$ cat config.mk
export PLATFORM = sky130hd
export DESIGN_NAME = traffic_phase_sequencer
export DESIGN_NICKNAME = d
export VERILOG_FILES = /design/src/rtl/traffic_phase_sequencer.sv
export SDC_FILE = /design/constraint.sdc
export NUM_CORES = 1
export LEC_CHECK = 0
export ABC_AREA = 1
export CORE_AREA = 2 2 47 49
export DETAILED_ROUTE_END_ITERATION = 10
export DIE_AREA = 0 0 49 51
export MAX_ROUTING_LAYER = met4
export PLACE_DENSITY = 0.72
export SYNTH_ARGS = -nofsm -noshare
export SYNTH_HDL_FRONTEND = slang
export SYNTH_SLANG_ARGS = --single-unit
$ cat constraint.sdc
create_clock -name clk -period 2.5 [get_ports clk]
set_input_delay 0.25 -clock clk [delete_from_list [all_inputs] [get_ports clk]]
set_output_delay 0.25 -clock clk [all_outputs]
set_load 0.03 [all_outputs]
$ cat src/rtl/traffic_phase_sequencer.sv
// traffic_phase_sequencer
//   Two-road intersection controller. The main road owns the crossing by
//   default. The side road (vehicle sensor) and the pedestrian button request a
//   side cycle. The sequence is MG -> MY -> AR1 -> SG -> SY -> AR2 -> MG, and a
//   tick-driven dwell timer paces every phase.
// Ports
//   clk        in   system clock, all logic on posedge
//   rst        in   synchronous reset, active-high
//   tick       in   timebase enable; dwell timers advance only when tick=1
//   side_req   in   side-road vehicle sensor (level)
//   ped_req    in   pedestrian button (pulse or level)
//   main_light out  [0:2] main-road lamp code (RED=100, GREEN=010, YELLOW=001)
//   side_light out  [0:2] side-road lamp code
//   ped_walk   out  walk signal, high during a served side-green phase
//   ped_ack    out  one-cycle pulse on the first cycle of a served side green
//   phase      out  current state code
module traffic_phase_sequencer #(
  parameter int CNT_W    = 8,
  parameter int T_MAIN_G = 20,
  parameter int T_SIDE_G = 10,
  parameter int T_YEL    = 3,
  parameter int T_ALLRED = 1
) (
  input  logic       clk,
  input  logic       rst,
  input  logic       tick,
  input  logic       side_req,
  input  logic       ped_req,
  output logic [0:2] main_light,
  output logic [0:2] side_light,
  output logic       ped_walk,
  output logic       ped_ack,
  output logic [2:0] phase
);

  typedef enum logic [2:0] {
    MG  = 3'd0,
    MY  = 3'd1,
    AR1 = 3'd2,
    SG  = 3'd3,
    SY  = 3'd4,
    AR2 = 3'd5
  } state_t;

  localparam logic [0:2] RED    = 3'b100;
  localparam logic [0:2] GREEN  = 3'b010;
  localparam logic [0:2] YELLOW = 3'b001;

  // Last counter value of a dwell; a duration of 0 behaves like 1.
  function automatic logic [CNT_W-1:0] last_cnt(input int dur);
    if (dur <= 1) begin
      return {CNT_W{1'b0}};
    end else begin
      return CNT_W'(dur - 1);
    end
  endfunction

  localparam logic [CNT_W-1:0] MAIN_G_LAST = last_cnt(T_MAIN_G);
  localparam logic [CNT_W-1:0] SIDE_G_LAST = last_cnt(T_SIDE_G);
  localparam logic [CNT_W-1:0] YEL_LAST    = last_cnt(T_YEL);
  localparam logic [CNT_W-1:0] ALLRED_LAST = last_cnt(T_ALLRED);
  localparam logic [CNT_W-1:0] CNT_MAX     = {CNT_W{1'b1}};
  localparam logic [CNT_W-1:0] CNT_ONE     = CNT_W'(1);

  state_t           state;
  state_t           state_next;
  logic [CNT_W-1:0] cnt;
  logic [CNT_W-1:0] dwell_last;
  logic             done;
  logic             ped_pend;
  logic             ped_walk_q;
  logic             serve_edge;
  logic             serve;
  logic             walk_end;

  // Next-state selection, driven by the dwell timer and the pending requests.
  always_comb begin
    dwell_last = MAIN_G_LAST;
    state_next = state;
    case (state)
      MG:      dwell_last = MAIN_G_LAST;
      MY, SY:  dwell_last = YEL_LAST;
      AR1, AR2: dwell_last = ALLRED_LAST;
      SG:      dwell_last = SIDE_G_LAST;
      default: dwell_last = MAIN_G_LAST;
    endcase
    done = tick && (cnt >= dwell_last);
    case (state)
      MG: begin
        // Main green holds indefinitely until someone asks for the crossing.
        if (done && (side_req || ped_pend || ped_req)) begin
          state_next = MY;
        end else begin
          state_next = MG;
        end
      end
      MY:  state_next = done ? AR1 : MY;
      AR1: state_next = done ? SG  : AR1;
      SG:  state_next = done ? SY  : SG;
      SY:  state_next = done ? AR2 : SY;
      AR2: state_next = done ? MG  : AR2;
      default: state_next = MG;
    endcase
    serve_edge = (state == AR1) && (state_next == SG);
    serve      = serve_edge && (ped_pend || ped_req);
    walk_end   = (state == SG) && (state_next == SY);
  end

  // State, dwell timer and pedestrian handshake registers.
  always_ff @(posedge clk) begin
    if (rst) begin
      state      <= MG;
      cnt        <= {CNT_W{1'b0}};
      ped_pend   <= 1'b0;
      ped_walk_q <= 1'b0;
      ped_ack    <= 1'b0;
    end else begin
      state <= state_next;
      if (state_next != state) begin
        cnt <= {CNT_W{1'b0}};
      end else if (tick && (cnt != CNT_MAX)) begin
        cnt <= cnt + CNT_ONE;
      end else begin
        cnt <= cnt;
      end
      // The serve edge consumes the request; anything later waits for the next cycle.
      if (serve_edge) begin
        ped_pend <= 1'b0;
      end else if (ped_req) begin
        ped_pend <= 1'b1;
      end else begin
        ped_pend <= ped_pend;
      end
      if (serve) begin
        ped_walk_q <= 1'b1;
      end else if (walk_end) begin
        ped_walk_q <= 1'b0;
      end else begin
        ped_walk_q <= ped_walk_q;
      end
      ped_ack <= serve;
    end
  end

  // Moore lamp decode straight from the state register; unknown codes show all red.
  always_comb begin
    main_light = RED;
    side_light = RED;
    case (state)
      MG: begin
        main_light = GREEN;
        side_light = RED;
      end
      MY: begin
        main_light = YELLOW;
        side_light = RED;
      end
      SG: begin
        main_light = RED;
        side_light = GREEN;
      end
      SY: begin
        main_light = RED;
        side_light = YELLOW;
      end
      default: begin
        main_light = RED;
        side_light = RED;
      end
    endcase
  end

  assign ped_walk = ped_walk_q && (state == SG);
  assign phase    = state;

endmodule

; ---- After elaboration in Yosys (flattened, before gate mapping)
; Index checks and enable logic that the tools add are counted.
[word_totals]
ff_bits = 14
input_bits = 5
[op_classes]
n_addsub = 1
eq_ne = 9
magnitude_cmp = 1
muxes = 12
reduce_logical = 16
[op_table]
columns = cell, count
row1 = $pmux 3 s6, 1
row2 = $pmux 5 s3, 1
row3 = $pmux 3 s2, 2
row4 = $eq 3x2->1 const B, 3
row5 = $eq 3x3->1 const B, 3
row6 = $add 8x1->8 const B, 1
row7 = $ge 8x8->1, 1
row8 = $ne 8x8->1 const B, 1
row9 = $reduce_or 2->1, 4
row10 = $logic_and 1x1->1, 7
row11 = $mux 3, 2
row12 = $mux 1, 5
row13 = $eq 3x1->1 const B, 1
row14 = $logic_not 3->1, 1
row15 = $logic_or 1x1->1, 3
row16 = $ne 3x3->1, 1
row17 = $mux 2, 1
row18 = $reduce_bool 2->1, 1

; ---- Depth between registers and ports, before layout
; Gate-level depths: netlist of the first run.
[logic_depth]
ltp_word = 12
mapped_depth = 22
mapped_depth_nobuf = 22

; ---- Worst setup path before layout of the first run
; No wires, ideal clock.
[synth_timing]
kind = reg-to-reg
startpoint = register state[0] (netlist: phase[0])
endpoint = register cnt[1]
t_required_ps = 2381
slack_ps = -211
path_buffers = 0
path_stages_with_launch = 16
setup_time_ps = 119
arrival_time_ps = 2592
cell_sequence = dfxtp_1 > inv_1 > nor2_1 > inv_1 > ha_1 > inv_1 > nor2_1 > nand2_1 > nand2_1 > nand2_1 > nand3_2 > nand2_2 > o21ai_0 > inv_2 > nand2_4 > nor2_2
[synth_via]
elab_chain_cells = 10
word_cells_on_any_way = 21
cone_classes = order compare (1) / eq/ne (6) / mux (8) / reduce/logical (6)
[synth_lines]
columns = element, line
row1 = from (decl), 65  ; state_t state;
row2 = from (signal assigned), 118  ; state <= state_next;
row3 = "$eq 3x2->1, or another cell as far along", "80, 88"
row4 = $reduce_or 2->1, 80  ; case (state)
row5 = $pmux 5 s3, 80
row6 = $ge 8x8->1, 87  ; done = tick && (cnt >= dwell_last);
row7 = $logic_and 1x1->1, 87
row8 = $logic_and 1x1->1, 91  ; if (done && (side_req || ped_pend || ped_req)) begin
row9 = $mux 1, 91
row10 = $pmux 3 s6, 88  ; case (state)
row11 = $ne 3x3->1 (*), 119  ; if (state_next != state) begin
row12 = $reduce_or 2->1 (no line) (*), n/a
row13 = to (signal assigned), 120  ; cnt <= {CNT_W{1'b0}};
row14 = to (signal assigned), 122  ; cnt <= cnt + CNT_ONE;
row15 = to (signal assigned), 124  ; cnt <= cnt;
row16 = to (decl), 67  ; logic [CNT_W-1:0] cnt;
; Mark *: on every way between the ends. The rest lies on a longest branch, timed or not.
; A chain may end at the register's enable or synchronous reset.

; ---- Worst setup path after layout of the first run
[layout_timing]
startpoint = register state[2] (netlist: phase[2])
endpoint = register cnt[5]
; The elaborated chain is that of the path after synthesis.

==> results of run 1 <==
## sequential cells by signal (all words and copies together) (netlist names)
signal	cells
cnt	8
ped_ack	1
ped_pend	1
ped_walk_q	1
phase	3
## final timing paths
| check | start | to | slack (ns) | cells past startpoint |
|---|---|---|---|---|
| setup reg to reg | phase[2] | cnt[5] | 0.22 | 18 |
| hold / removal | ped_walk_q | ped_walk_q | 0.48 | 2 |
| setup / recovery | phase[2] | cnt[5] | 0.22 | 18 |
| hold reg to reg | ped_walk_q | ped_walk_q | 0.48 | 2 |
## synthesized netlist by cell type
| master | number |
|---|---|
| a21oi_1 | 8 |
| dfxtp_1 | 14 |
| ha_1 | 5 |
| inv_1 | 27 |
| inv_2 | 5 |
| nand2_1 | 25 |
| nand2_2 | 7 |
| nand2_4 | 1 |
| nand3_1 | 7 |
| nand3_2 | 1 |
| nand3b_1 | 1 |
| nand4_1 | 2 |
| nor2_1 | 12 |
| nor2_2 | 10 |
| nor3_1 | 2 |
| nor3_2 | 1 |
| o211ai_1 | 1 |
| o21ai_0 | 3 |
| or2_1 | 1 |
| xor2_1 | 7 |
## per-stage QoR
step / power, mW / std cells / hold slack (ns)
3_5_place_dp: 0.277 / 183 / 0.466
6_report: 0.436 / 188 / 0.476
4_1_cts: 0.441 / 187 / 0.478
5_1_grt: 0.454 / 188 / 0.520
2_1_floorplan: 0.263 / 140 / 0.319
3_3_place_gp: 0.277 / 183 / 0.449
## cells in the final DEF (no fill, tap or decap)
cell,Yosys,routed
o21ai_0,3,2
dfxtp_1,14,14
nand3_1,7,7
nand3b_1,1,1
nor3_1,2,2
inv_2,5,5
o21ai_1,0,1
nor2_4,0,1
clkdlybuf4s50_1,0,15
inv_1,27,27
clkbuf_4,0,3
a21oi_1,8,8
nor3_2,1,1
nand2_2,7,7
ha_1,5,5
o211ai_1,1,1
nand4_1,2,2
or2_1,1,1
nor2_1,12,9
xor2_1,7,7
nand3_2,1,1
nand2_1,25,25
nor2_2,10,12
nand2_4,1,1
clkbuf_8,0,1
buf_4,0,1
## cell type report
type,count,share of cell area [%]
clock buffers,4,3.09
inverters,32,10.2
multi-input cells,94,46.5
flip-flops and latches,14,23.8
well taps,28,2.98
repair buffers,16,13.4
## critical path, delay by kind of cell (launching register included)
kind	cells	cell delay, ns
flops	1	0.39
simple gates	14	1.24
fa+ha+maj	1	0.31
buf+inv	3	0.25
## logic make-up (layout without fill, tap and decap cells)
| family | after synthesis | in the layout | synth area share [%] |
|---|---|---|---|
| xor gates and xnor gates | 7 | 7 | 6.56 |
| AOI/OAI and AO/OA | 12 | 12 | 6.69 |
| adders and majority gates | 5 | 5 | 6.69 |
| buffers and inverters | 32 | 52 | 12.9 |
| DFF | 14 | 14 | 30.0 |
| and+or+nand+nor | 70 | 70 | 37.2 |
## where the power goes
part | total [mW] | internal [mW] | switching, mW | leakage, nW
Combinational | 0.0399 | 0.0174 | 0.0225 | 0.392
Sequential | 0.232 | 0.228 | 0.00408 | 0.114
Clock | 0.164 | 0.0886 | 0.0753 | 0.0210
## per-layer routing
metal / share of wire [%] / vias to the layer above / wire length [um] / GRT usage [%]
met4: 1.2 / 0 / 23 / 7.14
met5: 0 / - / 0 / -
met2: 45 / 13 / 880 / 26.0
met3: 1.9 / 4 / 37 / 2.63
met1: 52 / 405 / 1000 / 23.4
li1: - / 470 / - / -
## timing repair
item,CTS,global route
setup endpoints to repair,0,8
setup buffers,0,1
gates resized for setup,0,1
==> qor.txt, run 1 <==
run status -> finished clean
Clk pin slew, worst setup/hold paths -> 0.08 ns
Synth area leaders -> dfxtp_1, inv_1, nand2_1, ha_1, nor2_2
PD cells -> 370 nW/um^2
Initial DRC Count -> 18
drc violations -> 0
FF+latch area -> 280 um^2
FF+latch count, synth -> 14
pre-CTS setup slack -> 0.191 ns
Cell Rows -> 17
Worst EP required -> 2.68 ns
Worst setup SP type -> register
CP Cell Sequence -> inv_2 -> nand2_1 -> nor2_4 -> inv_1 -> ha_1 -> inv_1 -> nor2_1 -> nand2_1 -> nand2_1 -> nand2_1 -> nand3_2 -> nand2_2 -> nand2_2 -> nand2_2 -> nand2_2 -> nand2_2 -> nand2_4 -> nor2_2
hpwl dp -> 1640 um
vias in the first global route -> 750
Post-CTS Hold Fix Bufs -> 0
Synth area leader -> dfxtp_1
# diodes -> 0
# fillers -> 213
RSZ-0062 raised after global routing -> no
cell at the slowest stage of the critical path -> dfxtp_1
Mean Syn Cell Area -> 6.68 um^2
Util after Layout -> 57.0%
initial antenna violation count -> 0
DR pass1 iterations -> 4
syn nets -> 150
Clock Latency Late Sink -> 0.28 ns
post-synth top area share -> 30.0%
ANT nets after route -> 0
wire per inst -> 10.3 um
Crit Path Max Fanout -> 8
Synth-to-Final Area Change -> 25.8%
die extent in y -> 51 um
Max stage delay on crit path -> 0.39 ns
worst hold path type -> register to register
Die ar. -> 2500 um^2
Final nets -> 171
Max Slew Vio Count -> 0
CTS sink cnt -> 14
post-synthesis sequential area ratio -> 30.0%
Mapped Cells -> 140
Max clock buf depth -> 2
actual slew at the worst max-slew pin -> 0.314 ns
setup violators final -> 0
minimum clock period -> 2.28 ns
TritonCTS clock tree -> yes
placeable core area -> 2060 um^2
first-pass GRT wire length -> 3260 um
Crit Path Category -> register to register
Design Area, Final -> 1180 um^2
FMAX -> 438 MHz
Final WS setup -> 0.219 ns
ratio of final minimum period to clock period -> 91.2%
Congestion Overflow GR -> 0
GP Congestion -> 0.839
layout cell share with drive strength beyond 1 -> 20.6%
IO Port Bufs -> 15
max-cap violations -> 0
synth unique cells -> 20
crit path DAT -> 2.46 ns
vias per cell -> 4.74
I/O pins -> 16
all-layer global routing usage -> 17.3%
Cell Area, Synth -> 935 um^2
endpoint class of the critical path -> register
Area after DPL -> 1130 um^2
CTS Buf Count -> 3
Die W -> 49 um
total wire length -> 1940 um
Rel. slew slack -> 79.0%
footprint of the multi-input gates -> 547 um^2
Ys Warns -> 0
Fin. Hold Viols -> 0
largest net degree at the start of global routing -> 9
cell seen most often among critical-path stages -> nand2_2
Starting Density -> 45.3%
Final Skew -> 0.00554 ns
htree depth -> 1
clock root buffer -> clkbuf_4
number of vias in the routed layout -> 892
Setup TNS -> 0 ns
Max VDD drop -> 0.000390 V
Static Leak -> 0.526 nW
No activity file was read; power rests on OpenSTA's default activity.
==> run 2: changes to the inputs <==
- CELL_PAD_IN_SITES_DETAIL_PLACEMENT: unset -> 1
- CELL_PAD_IN_SITES_GLOBAL_PLACEMENT: unset -> 1
- CORE_AREA: 2 2 47 49 -> 2 2 54 56
- DIE_AREA: 0 0 49 51 -> 0 0 56 58
- PLACE_DENSITY: 0.72 -> unset
- PLACE_DENSITY_LB_ADDON: unset -> 0.1
==> qor.txt, run 2 (synthesized netlist as in run 1, its figures left out) <==
Final Skew -> 0.00761 ns (+0.00207 ns)
IO Port Bufs -> 15 (unchanged)
CTS Buf Count -> 3 (unchanged)
Area after DPL -> 1140 um^2 (+0.33%)
htree depth -> 1 (unchanged)
Rel. slew slack -> 75.8% (-3.2 points)
ratio of final minimum period to clock period -> 88.9% (-2.4 points)
placeable core area -> 2660 um^2 (+29%)
drc violations -> 0 (unchanged)
Max Slew Vio Count -> 0 (unchanged)
R2R depth -> 18 (unchanged)
Max clock buf depth -> 2 (unchanged)
Int Pwr -> 0.334 mW (about the same)
Initial DRC Count -> 20 (+2)
Die W -> 56 um (+14%)
FF-to-FF setup slack -> 0.28 ns (+0.06 ns)
all-layer global routing usage -> 15.6% (-1.7 points)
Clock Power Share -> 37.0% (-0.6 points)
Psw -> 0.0980 mW (-3.8%)
max reg flops -> 8 (unchanged)
Static Leak -> 0.534 nW (+1.5%)
Util after Layout -> 45.0% (-12 points)
minimum clock period -> 2.22 ns (-0.0596 ns)
Seq pwr share -> 53.7% (+0.5 points)
Congestion Overflow GR -> 0 (unchanged)
CTS sink cnt -> 14 (unchanged)
ANT nets after route -> 0 (unchanged)
RSZ-0062 raised after global routing -> no
FMAX -> 450 MHz (+2.7%)
Die ar. -> 3250 um^2 (+30%)
Final nets -> 172 (+0.58%)
Setup TNS -> 0 ns (unchanged)
PD cells -> 360 nW/um^2 (-2.8%)
Tot Pwr -> 0.432 mW (-0.94%)
initial antenna violation count -> 0 (unchanged)
vias in the first global route -> 905 (+21%)
Worst EP required -> 2.67 ns (about the same)
layout cell share with drive strength beyond 1 -> 23.6% (+3.0 points)
commonest cells after routing, fill and taps aside -> inv_1, nand2_1, clkdlybuf4s50_1, nor2_2, dfxtp_1
Max VDD drop -> 0.000238 V (-39%)
setup violators final -> 0 (unchanged)
# diodes -> 0 (unchanged)
routing usage on met2 -> 23.7% (-2.3 points)
run status -> finished clean
Fin. Hold Viols -> 0 (unchanged)
Design Area, Final -> 1200 um^2 (+1.9%)
worst hold path type -> register to register
Clock Latency Late Sink -> 0.27 ns (about the same)
Cell Rows -> 19 (+2)
first-pass GRT wire length -> 3940 um (+21%)
DR pass1 iterations -> 4 (unchanged)
most common library cell in the layout ignoring fill and taps -> inv_1
Synth-to-Final Area Change -> 28.2%
vias per cell -> 4.49 (-5.4%)
total wire length -> 2260 um (+16%)
number of vias in the routed layout -> 862 (-3.4%)
busiest metal layer after global routing -> met2
clock root buffer -> clkbuf_4
Net Sw Frac -> 22.7% (-0.67 points)
hpwl dp -> 1850 um (+13%)
max-cap violations -> 0 (unchanged)
GP Congestion -> 0.763 (-9.0%)
logic gate share of total power -> 9.4% (+0.2 points)
TritonCTS clock tree -> yes
I/O pins -> 16 (unchanged)
Most flops, register -> cnt
GR Util met3 -> 1.34% (-1.3 points)
endpoint class of the critical path -> register
wire per inst -> 11.7 um (+14%)
Hold Crit Depth -> 2 (unchanged)
Crit Path Category -> register to register
Worst setup SP type -> register
actual slew at the worst max-slew pin -> 0.360 ns (+0.0464 ns)
Crit Path Max Fanout -> 8 (unchanged)
Starting Density -> 35.1% (-10 points)
largest net degree at the start of global routing -> 9 (unchanged)
Clk pin slew, worst setup/hold paths -> 0.09 ns (about the same)
crit path DAT -> 2.39 ns (-0.07 ns)
met1 global-route usage -> 22.1% (-1.2 points)
die extent in y -> 58 um (+14%)
run 2: stage by stage:
step                setup slack [ns]  hold WS (ns)  cells
floorplan                     0.0667         0.319    140
global placement               0.169         0.454    186
detailed placement             0.159         0.463    186
CTS                            0.123         0.477    190
global route                 0.00448         0.502    192
finish                         0.279         0.470    192
run 2: power by group through the flow:
stage / logic (mW) / clock network, mW / registers [mW]
finish: 0.0404 / 0.160 / 0.232
global route: 0.0474 / 0.178 / 0.233
CTS: 0.0413 / 0.169 / 0.232
detailed placement: 0.0410 / 0 / 0.237
global placement: 0.0408 / 0 / 0.237
floorplan: 0.0265 / 0 / 0.236
run 2: critical path, cell delays in order, from the launching register on:
cell and delay, ns:
dfxtp_2 0.36, nor2_1 0.15, inv_1 0.09, nor2_4 0.10, inv_1 0.07, nand4_1 0.09, nand2_1 0.08, ha_1 0.27
nand2_1 0.06, nand3b_1 0.12, nand3_2 0.11, nand2_2 0.14, nand2_1 0.06, nand2_1 0.07, inv_2 0.04, nand2_2 0.05
nand2_2 0.06, nand2_4 0.14, nor2_2 0.04
run 2: cell type report:
class                   count  area [um^2]
fillers                   343         1460
inverters                  32          120
clock buffers               4         36.3
well taps                  31         38.8
flip-flops and latches     14          284
multi-input cells          94          554
repair buffers             17          165
run 2: final timing paths:
kind / startpoint / to
worst min register to register: ped_walk_q / ped_walk_q
worst max-delay path: phase[1] / cnt[2]
worst max register to register: phase[1] / cnt[2]
worst min-delay path: ped_walk_q / ped_walk_q
run 2: timing repair:
item | CTS | global route
gates resized for setup | 0 | 6
buffers inserted | 0 | 2
endpoints found under the setup margin | 0 | 8
hold buffers | 0 | 0
run 2: layer usage:
metal	wire (um)	share of wire, %	vias up
li1	-	-	465
met1	1200	53	388
met2	1010	45	7
met3	33	1.5	2
met4	18	0.80	0
met5	0	0	-
